### src/rtl/rsa_pkg.sv
// Shared types and constants for the RSA job path.
// Pure definitions; no logic, latency or flow control.
package rsa_pkg;

  localparam int RSA_W = 6;

  typedef enum logic [2:0] {
    ST_LOAD,
    ST_CHECK,
    ST_START,
    ST_WAIT,
    ST_OUT
  } rsa_job_state_t;

  localparam logic [1:0] RSA_OK          = 2'b00;
  localparam logic [1:0] RSA_ERR_N       = 2'b01;
  localparam logic [1:0] RSA_ERR_RANGE   = 2'b10;
  localparam logic [1:0] RSA_ERR_TIMEOUT = 2'b11;

endpackage

### src/rtl/rsa_job_ctrl.sv
// Collects key/data/n beats, range-checks them, launches rsa_top and returns result+status.
// Latency: start 2 cycles after 3rd beat; result 1 cycle after done (or TIMEOUT+1 after start).
// Backpressure: in_ready only while loading; result held in OUT until out_ready.
module rsa_job_ctrl
  import rsa_pkg::*;
#(
  parameter int W       = RSA_W,
  parameter int TIMEOUT = 1023
) (
  input  logic         clk,
  input  logic         rst,
  input  logic         in_valid,
  output logic         in_ready,
  input  logic [W-1:0] in_word,
  output logic [W-1:0] rsa_key,
  output logic [W-1:0] rsa_data,
  output logic [W-1:0] rsa_n,
  output logic         rsa_start,
  input  logic         rsa_done,
  input  logic [W-1:0] rsa_result,
  output logic         out_valid,
  input  logic         out_ready,
  output logic [W-1:0] out_result,
  output logic [1:0]   out_err,
  output logic         busy
);

  localparam int CW = $clog2(TIMEOUT + 1);
  // Last WAIT cycle: the count that is about to become TIMEOUT.
  localparam logic [CW-1:0] WD_LAST = CW'(TIMEOUT - 1);

  rsa_job_state_t state_q, state_d;
  logic [1:0]     idx_q, idx_d;
  logic [CW-1:0]  wdog_q, wdog_d;
  logic [W-1:0]   res_d;
  logic [1:0]     err_d;
  logic           beat;

  assign in_ready  = (state_q == ST_LOAD) && !rst;
  assign busy      = (state_q != ST_LOAD) && !rst;
  assign rsa_start = (state_q == ST_START) && !rst;
  assign out_valid = (state_q == ST_OUT) && !rst;
  assign beat      = in_valid && in_ready;

  always_comb begin
    state_d = state_q;
    idx_d   = idx_q;
    wdog_d  = wdog_q;
    res_d   = out_result;
    err_d   = out_err;
    case (state_q)
      ST_LOAD: begin
        if (beat) begin
          if (idx_q == 2'd2) begin
            idx_d   = 2'd0;
            state_d = ST_CHECK;
          end else begin
            idx_d = idx_q + 2'd1;
          end
        end
      end
      ST_CHECK: begin
        if (rsa_n < W'(2)) begin
          err_d   = RSA_ERR_N;
          res_d   = '0;
          state_d = ST_OUT;
        end else if (rsa_data >= rsa_n) begin
          err_d   = RSA_ERR_RANGE;
          res_d   = '0;
          state_d = ST_OUT;
        end else begin
          state_d = ST_START;
        end
      end
      ST_START: begin
        wdog_d  = '0;
        state_d = ST_WAIT;
      end
      ST_WAIT: begin
        wdog_d = wdog_q + CW'(1);
        // done beats the watchdog when both land in the same cycle
        if (rsa_done) begin
          res_d   = rsa_result;
          err_d   = RSA_OK;
          state_d = ST_OUT;
        end else if (wdog_q == WD_LAST) begin
          res_d   = '0;
          err_d   = RSA_ERR_TIMEOUT;
          state_d = ST_OUT;
        end
      end
      ST_OUT: begin
        if (out_ready) state_d = ST_LOAD;
      end
      default: state_d = ST_LOAD;
    endcase
  end

  always_ff @(posedge clk) begin
    if (rst) begin
      state_q    <= ST_LOAD;
      idx_q      <= '0;
      wdog_q     <= '0;
      out_result <= '0;
      out_err    <= '0;
      rsa_key    <= '0;
      rsa_data   <= '0;
      rsa_n      <= '0;
    end else begin
      state_q    <= state_d;
      idx_q      <= idx_d;
      wdog_q     <= wdog_d;
      out_result <= res_d;
      out_err    <= err_d;
      // Operands move only on load beats, so they stay put through START/WAIT.
      if (beat) begin
        case (idx_q)
          2'd0:    rsa_key  <= in_word;
          2'd1:    rsa_data <= in_word;
          default: rsa_n    <= in_word;
        endcase
      end
    end
  end

endmodule

### config.mk
export PLATFORM = sky130hd
export DESIGN_NAME = rsa_job_ctrl
export DESIGN_NICKNAME = d
export VERILOG_FILES = /design/src/rtl/rsa_pkg.sv /design/src/rtl/rsa_job_ctrl.sv
export SDC_FILE = /design/constraint.sdc
export NUM_CORES = 1
export LEC_CHECK = 0
export BUFFER_PORTS_ARGS = -buffer_cell sky130_fd_sc_hd__clkbuf_2
export CAP_MARGIN = 20
export CORE_ASPECT_RATIO = 0.75
export CORE_MARGIN = 10
export CORE_UTILIZATION = 56
export CTS_CLUSTER_DIAMETER = 50
export CTS_CLUSTER_SIZE = 12
export DETAILED_ROUTE_END_ITERATION = 10
export HOLD_SLACK_MARGIN = 0.06
export PLACE_DENSITY = 0.86
export SETUP_SLACK_MARGIN = 0.05
export SLEW_MARGIN = 10
export SYNTH_ARGS = -nofsm -noshare
export SYNTH_HDL_FRONTEND = slang
export SYNTH_SLANG_ARGS = --single-unit
export TNS_END_PERCENT = 50
### constraint.sdc
create_clock -name clk -period 4.9 [get_ports clk]
set_input_delay 0.245 -clock clk [delete_from_list [all_inputs] [get_ports clk]]
set_output_delay 0.245 -clock clk [all_outputs]
set_load 0.005 [all_outputs]
---- After elaboration in Yosys (flattened, before gate mapping) ----
Cells that the tools add are included.
cells by class
  $add $sub $neg .......................... 2
  magnitude comparators ................... 2
  equality and inequality tests ........... 12
  muxes and demuxes ....................... 20
  bitwise gates (word level) .............. 1
  reductions and logical operators ........ 18
operators by type and width
  cell                     number
  $mux W6                  4
  $mux W3                  7
  $pmux W10 S2             1
  $pmux W3 S5              1
  $pmux W6 S2              1
  $add A10 B1 Y10 const B  1
  $eq A10 B10 Y1 const B   1
  $mux W2                  5
  $reduce_and A2 Y1        4
  $eq A3 B2 Y1 const B     2
  $ge A6 B6 Y1             1
  $lt A6 B2 Y1 const B     1
  $ne A3 B3 Y1 const B     2
  $logic_and A1 B1 Y1      5
  $ne A2 B2 Y1 const B     2
  $pmux W2 S2              1
  $reduce_and A4 Y1        1
  $reduce_bool A2 Y1       2
  $eq A3 B1 Y1 const B     1
  $eq A3 B3 Y1 const B     1
  $logic_not A3 Y1         1
  $reduce_and A3 Y1        1
  $reduce_bool A3 Y1       1
  $add A2 B1 Y2 const B    1
  7 further kinds          7
word-level totals
  register bits ........................... 41
  logic and storage cells ................. 63

---- Depth between registers and ports, before layout ----
Gate-level depths: netlist of the first run.
  depth after elaboration ................. 5
  depth in mapped cells ................... 7
  depth with buffers taken out ............ 7

---- Least setup slack after synthesis of the first run ----
Ideal clock, no wire load.
  path kind ............................... register to register
  start ................................... register rsa_n[4]
  end ..................................... register out_result[0]
  data arrival time ....................... 1635 ps
  required time ........................... 4841 ps
  slack ................................... 3206 ps
  stages on the path, launching flop included .. 8
  path buffers ............................ 0
  cells stage by stage .................... dfxtp_1 -> inv_1 -> ha_1 -> a21o_1 -> a211oi_1 -> o211ai_1 -> a21oi_2 -> a22o_1
on the way
  word-level cells in the longest chain between the ends .. 3
RTL lines
  item                                                                      RTL line                                text
  start, declared                                                           rsa_job_ctrl.sv:17                      output logic [W-1:0] rsa_n,
  start signal, assigned                                                    rsa_job_ctrl.sv:120                     default: rsa_n <= in_word;
  $lt A6 B2 Y1 / $ge A6 B6 Y1 (equally long branches)                       rsa_job_ctrl.sv:63, rsa_job_ctrl.sv:67
  $ne A3 B3 Y1 (no source line) / $mux W6 (equally long branches)           --
  $reduce_and A3 Y1 (no source line) / $pmux W6 S2 (equally long branches)  --
  end signal, assigned                                                      rsa_job_ctrl.sv:113                     out_result <= res_d;
  end, declared                                                             rsa_job_ctrl.sv:23                      output logic [W-1:0] out_result,
Parallel ways exist; a longest one is shown, timed or not.
A chain may end at the register's enable or synchronous reset.

---- Worst setup path after layout of the first run ----
  start ................................... register rsa_n[4]
  end ..................................... register out_result[2]
The elaborated chain is that of the path after synthesis.

==> metrics.log, run 1 <==
INFO  metric status = finished, final reports clean
INFO  metric drt-initial-drc-count = between 100 and 150
INFO  metric path_cells = inv_1, ha_1, a21o_1, a211oi_1, o211ai_1, a21oi_2, a22o_1
INFO  metric fin_total_pwr = 584.4 uW
INFO  metric placement_rows = 17
INFO  metric hold_buffers = 0
INFO  metric syn-mean-instance-area = about 9.4 sq um
INFO  metric antenna_violations_before_repair = 0
INFO  metric h-tree-depth = 2
INFO  metric synth_fp_nets = between 200 and 250
INFO  metric num_antenna_cells = 0
INFO  metric timing_max_transition_violations_final = 0
INFO  metric initial_utilization = about 61%
INFO  metric grt_max_degree = 43
INFO  metric cp_top_family = compound AO/OA/AOI/OAI gates
INFO  metric timing.critical_path.buf_inv = 1
INFO  metric finish.instance_area = 2177 sq um
INFO  metric synth_sequential_area_ratio = 44.50%
INFO  metric fmax = approximately 510 MHz
INFO  metric postSynth.asyncResetShare = 0%
INFO  metric critPathKind = reg -> reg
INFO  metric final_period_minus_worst_setup_slack = between 1500 and 2000 ps
INFO  metric overall_die_width = 86.27 microns
INFO  metric synth.ff_latch_count = 41
INFO  metric synth_warnings = 0
INFO  metric reg2reg_from = rsa_n[4]
INFO  metric cellLeakagePower = 0.0009890 uW
INFO  metric vdd.ir_drop.worst = ~0.22 mV
INFO  metric core_area = 3042 sq um
INFO  metric most_frequent_standard_cell_in_the_layout_excluding_fill_and_tap_cells = clkbuf_2
INFO  metric arrival = around 2200 ps
INFO  metric setup.worst_path.start_class = register
INFO  metric synth-edff-count = 0
INFO  metric final.setup_skew = between 2 and 3 ps
INFO  metric tritoncts = done
INFO  metric wl = approximately 4300 microns
INFO  metric fin_setup_tns = 0 ps
INFO  metric via_count = around 1,600
INFO  metric gp_congestion = approximately 0.8
INFO  metric clock_sink_count = ~40
INFO  metric cp_max_fo = 6
INFO  metric syn_area = approximately 1800 sq um
INFO  metric postLayoutCoreUtil = between 70% and 80%
INFO  metric worst_path_largest_cell_delay = between 300 and 400 ps
INFO  metric dpl.hpwl = between 3000 and 4000 microns
INFO  metric clock_path_buffers = 2
INFO  metric postCtsResizedCells = 0
INFO  metric worst_pin_slew = 851.5 ps
INFO  metric hold_viol_final = 0
INFO  metric setup_viol_count_final = 0
INFO  metric synth_top_flop_cell = dfxtp_1
INFO  metric holdCritStartpoint = rsa_result[1]
INFO  metric detail-route-antenna-nets = 0
INFO  metric dpl_cell_area = around 2100 sq um
INFO  metric syn-instance-count = 196
INFO  metric die_span_y = ~70 microns
INFO  metric cp.required = between 5000 and 6000 ps
INFO  metric maxSlewHeadroom = a little over two fifths
INFO  metric area_growth_from_synthesis_to_layout = 18.05%
INFO  metric critical_path.slowest_cell = dfxtp_1
INFO  metric clock_tree.root_cell = clkbuf_8
INFO  metric cts.repair_timing.setup_buffer_count = 0
INFO  metric pin_count = 47
INFO  metric fp.dieArea = roughly 6000 sq um
INFO  metric path_clk_slew = 70 ps
INFO  metric port_buffers = between 40 and 50
INFO  metric grt_pass1_vias = 1,496
INFO  metric min-delay-path-class = in -> reg
INFO  metric critPathLaunch = rsa_n[4]
INFO  metric grt_first_pass_wirelength = about 7200 microns
INFO  metric drive_gt1_share = between 20% and 30%
INFO  metric post_drt_via_cell_ratio = 5.613
INFO  metric max_cap_violations = 0
INFO  metric routedWlPerCell = approximately 15 microns
INFO  metric numCtsBuffers = 5
INFO  metric unrepaired_setup_endpoints_after_global_routing = no
INFO  metric portion_of_the_clock_cycle_consumed_by_the_worst_path_in_the_final_layout = between 30% and 40%
INFO  metric power.density = ~270 nW/um^2
INFO  metric grt-ovfl-total = 0
INFO  metric remaining_drc_errors = 0
INFO  metric most-common-layout-cells = clkbuf_2, dfxtp_1, nor2_1, mux2i_1
INFO  metric layout.nets = ~270
INFO  metric clock_latency = a little under 300 ps
INFO  metric synth.lib_cells_used.distinct = 41
INFO  metric grt_use_total = between 10% and 20%
INFO  metric crit_path_end_kind = register
INFO  metric drt_pass1_iterations = 4
-- worst reg2reg max path: cells and delay by family (launching register included) --
kind / cells / cell delay, ps
buffers and inverters: 1 / 70
DFF: 1 / 370
AOI/OAI and AO/OA: 5 / 1150
adders and majority gates: 1 / 290
-- cell usage after synthesis, types with 2 or more instances --
cell / number / area share, %
dfxtp_1: 41 / 45
nor2_1: 31 / 6.3
mux2i_1: 19 / 10
a21oi_1: 10 / 2.7
nand2_1: 10 / 2.0
inv_1: 9 / 1.8
ha_1: 8 / 5.4
a22o_1: 6 / 2.8
nand2b_1: 5 / 1.7
nand3_1: 5 / 1.4
o211ai_1: 5 / 2.0
a211oi_1: 4 / 1.6
clkbuf_1: 4 / 0.81
nor3_1: 4 / 1.1
or3_1: 3 / 1.0
a21o_1: 2 / 0.81
a31oi_1: 2 / 0.68
buf_2: 2 / 0.54
nand4_1: 2 / 0.68
nor2b_1: 2 / 0.68
o31a_1: 2 / 0.95
-- stage by stage --
stage	setup WS (ps)	hold WS (ps)	cells
2_1_floorplan	3206	377.9	196
3_3_place_gp	2810	456.9	274
3_5_place_dp	2715	456.9	274
4_1_cts	2971	175.3	282
5_1_grt	2797	178.9	282
6_report	2956	179.4	282
-- state kept, by name, summed over array words and instances (netlist names) --
signal,count
wdog_q,10
state_q,3
rsa_key,6
rsa_n,6
out_result,6
idx_q,2
out_err,2
rsa_data,6
-- routing by layer --
layer / share of wire [%] / up-vias / track usage [%]
met2: 43 / 51 / 19.90
met4: 1.1 / 0 / 4.991
met5: 0 / - / 0
met3: 8.5 / 7 / 5.621
met1: 47 / 737 / 19.24
li1: - / 788 / -
-- worst paths after layout --
| kind | end | slack (ps) | cells past startpoint |
|---|---|---|---|
| hold / removal | out_result[1] | 180 | 2 |
| hold reg to reg | out_result[4] | 470 | 1 |
| setup / recovery | out_result[2] | 2960 | 7 |
| setup reg to reg | out_result[2] | 2960 | 7 |
-- area by class of cell --
| type | count | area [sq um] |
|---|---|---|
| clock buffers | 8 | 80.08 |
| fillers | 241 | 864.6 |
| inverters | 9 | 33.78 |
| multi-input cells | 140 | 964.7 |
| flip-flops and latches | 41 | 820.8 |
| well taps | 38 | 47.55 |
| repair buffers | 46 | 230.2 |
-- power breakdown --
group	internal, uW	switching [uW]	total (uW)
Combinational	16.2	20.5	36.7
Sequential	338	4.00	342
Clock	101	105	206
-- cell families (layout without fill, tap and decap cells) --
kind of cell             after synthesis  in the layout  share of synthesized area [%]
AND/OR/NAND/NOR                       75             75                          21.91
flip-flops                            41             41                          44.50
AO/OA/AOI/OAI                         36             36                          13.57
multiplexers                          20             20                          10.92
buffers and inverters                 15             63                          3.188
adder cells (fa/ha/maj)                8              8                          5.428
XOR/XNOR                               1              1                         0.4750
(Power assumes the default switching activity.)
==> run 2: changes to the inputs <==
CORE_UTILIZATION = 47   (was 56)
PLACE_DENSITY = 0.77   (was 0.86)
clock period = 1.6 ns   (was 4.9 ns; I/O delays follow)
==> run 2 against run 1 <==
  * Global-route usage rose by 0.26 points
  * Setup slack got worse by 3000 ps
  * Largest cell class unchanged
  * Final area rose by 25%
  * Die area rose by 14%
  * The run now ends with setup timing left
  * Critical endpoint is now out_result[3]
  * Critical path type unchanged
  * Hold slack got worse by 110 ps
  * Fmax rose by 17%
  * Utilization rose by 2.0 points
==> metrics.log, run 2 (synthesis results as in run 1) <==
INFO  metric power.density = between 700 and 800 nW/um^2
INFO  metric dpl_worst_slack = -89.51 ps
INFO  metric fin_setup_tns = -411.0 ps
INFO  metric grt_use_total = between 10% and 20%
INFO  metric pin_count = 47
INFO  metric largest_register_ff_count = 10
INFO  metric setup.worst_path.start_class = register
INFO  metric num_antenna_cells = 0
INFO  metric routedWlPerCell = between 10 and 15 microns
INFO  metric power.clock.fraction = between 30% and 40%
INFO  metric clock_tree.root_cell = clkbuf_8
INFO  metric fmax = ~600 MHz
INFO  metric drt_pass1_iterations = 4
INFO  metric sequentialPowerShare = 53.5%
INFO  metric setup_viol_count_final = 7
INFO  metric status = finished, violations left
INFO  metric min-delay-path-class = in -> reg
INFO  metric failed_checks = setup timing
INFO  metric power_internal = 1511 uW
INFO  metric remaining_drc_errors = 0
INFO  metric vdd.ir_drop.worst = between 0.4 and 0.5 mV
INFO  metric final-instance-count-excl-fill = around 340
INFO  metric area_growth_from_synthesis_to_layout = 47.96%
INFO  metric postLayoutSetupSlackWorst = -63.78 ps
INFO  metric port_buffers = 46
INFO  metric drt-initial-drc-count = around 100
INFO  metric post_drt_via_cell_ratio = 5.155
INFO  metric final_period_minus_worst_setup_slack = approximately 1700 ps
INFO  metric arrival = roughly 1900 ps
INFO  metric cp.required = 1840 ps
INFO  metric max_cap_violations = 0
INFO  metric tritoncts = done
INFO  metric final.setup_skew = 7.605 ps
INFO  metric layout.nets = 314
INFO  metric worst_pin_slew = between 400 and 500 ps
INFO  metric fill_cells = about 280
INFO  metric combinationalPowerShare = 8.5%
INFO  metric cp_max_fo = 6
INFO  metric grt-ovfl-total = 0
INFO  metric grt_max_degree = 42
INFO  metric power.net_switching = 445.2 uW
INFO  metric timing_max_transition_violations_final = 0
INFO  metric dp.cells = ~320
INFO  metric portion_of_the_clock_cycle_consumed_by_the_worst_path_in_the_final_layout = 104.0%
INFO  metric wl = just over 5000 microns
INFO  metric unrepaired_setup_endpoints_after_global_routing = yes
INFO  metric h-tree-depth = 2
INFO  metric grt_first_pass_wirelength = just over 8000 microns
INFO  metric overall_die_width = around 92 microns
INFO  metric clock_latency = 290 ps
INFO  metric dpl.hpwl = 3718 microns
INFO  metric grt_pass1_vias = roughly 1,700
INFO  metric detail-route-antenna-nets = 0
INFO  metric most_frequent_standard_cell_in_the_layout_excluding_fill_and_tap_cells = clkbuf_2
INFO  metric maxSlewHeadroom = a little over two thirds
INFO  metric critPathKind = reg -> reg
INFO  metric gp_congestion = between 0.8 and 0.9
INFO  metric fp.dieArea = about 6900 sq um
INFO  metric placement_rows = 19
INFO  metric drive_gt1_share = between 40% and 50%
INFO  metric path_clk_slew = about 80 ps
INFO  metric switching_share = between 20% and 30%
INFO  metric crit_path_end_kind = register
INFO  metric biggest_register = wdog_q
INFO  metric numCtsBuffers = 5
INFO  metric initial_utilization = roughly 50%
INFO  metric cellLeakagePower = 0.001252 uW
INFO  metric clock_path_buffers = 2
INFO  metric most-common-layout-cells = clkbuf_2, dfxtp_1, nor2_1, buf_4, mux2i_1
INFO  metric via_count = between 1,500 and 2,000
INFO  metric core_area = roughly 3700 sq um
INFO  metric die_span_y = about 74 microns
INFO  metric hold_viol_final = 0
INFO  metric antenna_violations_before_repair = 0
INFO  metric clock_sink_count = 41
run 2: path summary, 6_finish.rpt:
| path | to | start | slack, ps | cells after the start |
|---|---|---|---|---|
| max | out_result[3] | rsa_data[4] | -60 | 6 |
| max reg2reg | out_result[3] | rsa_data[4] | -60 | 6 |
| min | rsa_data[5] | in_word[5] | 70 | 3 |
| min reg2reg | out_result[0] | out_result[0] | 480 | 1 |
run 2: power by group through the flow:
stage | logic [uW] | clock network [uW] | registers [uW]
6_report | 166 | 744 | 1050
5_1_grt | 180 | 806 | 1050
4_1_cts | 159 | 757 | 1050
3_5_place_dp | 134 | 0 | 1070
3_3_place_gp | 131 | 0 | 1070
2_1_floorplan | 61.8 | 0 | 1070
run 2: per-stage QoR:
step / cell area, sq um / hold WS, ps / utilization, % / total power, uW
after global routing: 2729 / 87.21 / 73.58 / 2035
after CTS: 2631 / 64.83 / 70.95 / 1962
after floorplan: 1864 / 188.3 / - / 1131
after detailed placement: 2380 / 301.9 / 64.17 / 1204
final: 2729 / 70.43 / 73.58 / 1957
after global placement: 2380 / 297.6 / 64.17 / 1199
run 2: cell type report:
type                            instances  area (sq um)  share of cell area [%]
Multi-Input combinational cell        140          1070                   39.20
Clock buffer                            7         96.34                   3.530
Clock inverter                          1         5.005                  0.1834
Inverter                                9         33.78                   1.238
Tap cell                               52         65.06                   2.384
Sequential cell                        41         832.0                   30.49
Timing Repair Buffer                   92         626.9                   22.97
run 2: what timing repair did:
item	in CTS	in global routing
hold buffers	11	0
hold endpoints to repair	12	0
setup buffers	1	3
endpoints found under the setup margin	19	29
resized for setup	11	17
pin swaps	8	12
run 2: layer usage:
| metal | share of wire (%) | GRT usage [%] | vias up | routed length [microns] |
|---|---|---|---|---|
| li1 | - | - | 880 | - |
| met1 | 48 | 17.86 | 834 | 2464 |
| met2 | 46 | 23.83 | 44 | 2326 |
| met3 | 5.3 | 5.126 | 5 | 272 |
| met4 | 0.78 | 4.096 | 0 | 40 |
| met5 | 0 | 0 | - | 0 |
run 2: worst max-delay path: stages (launching register included):
cell	delay, ps
dfxtp_1	390
ha_4	220
a21o_1	160
a211oi_2	180
o211ai_1	190
a21oi_2	310
a22o_1	170
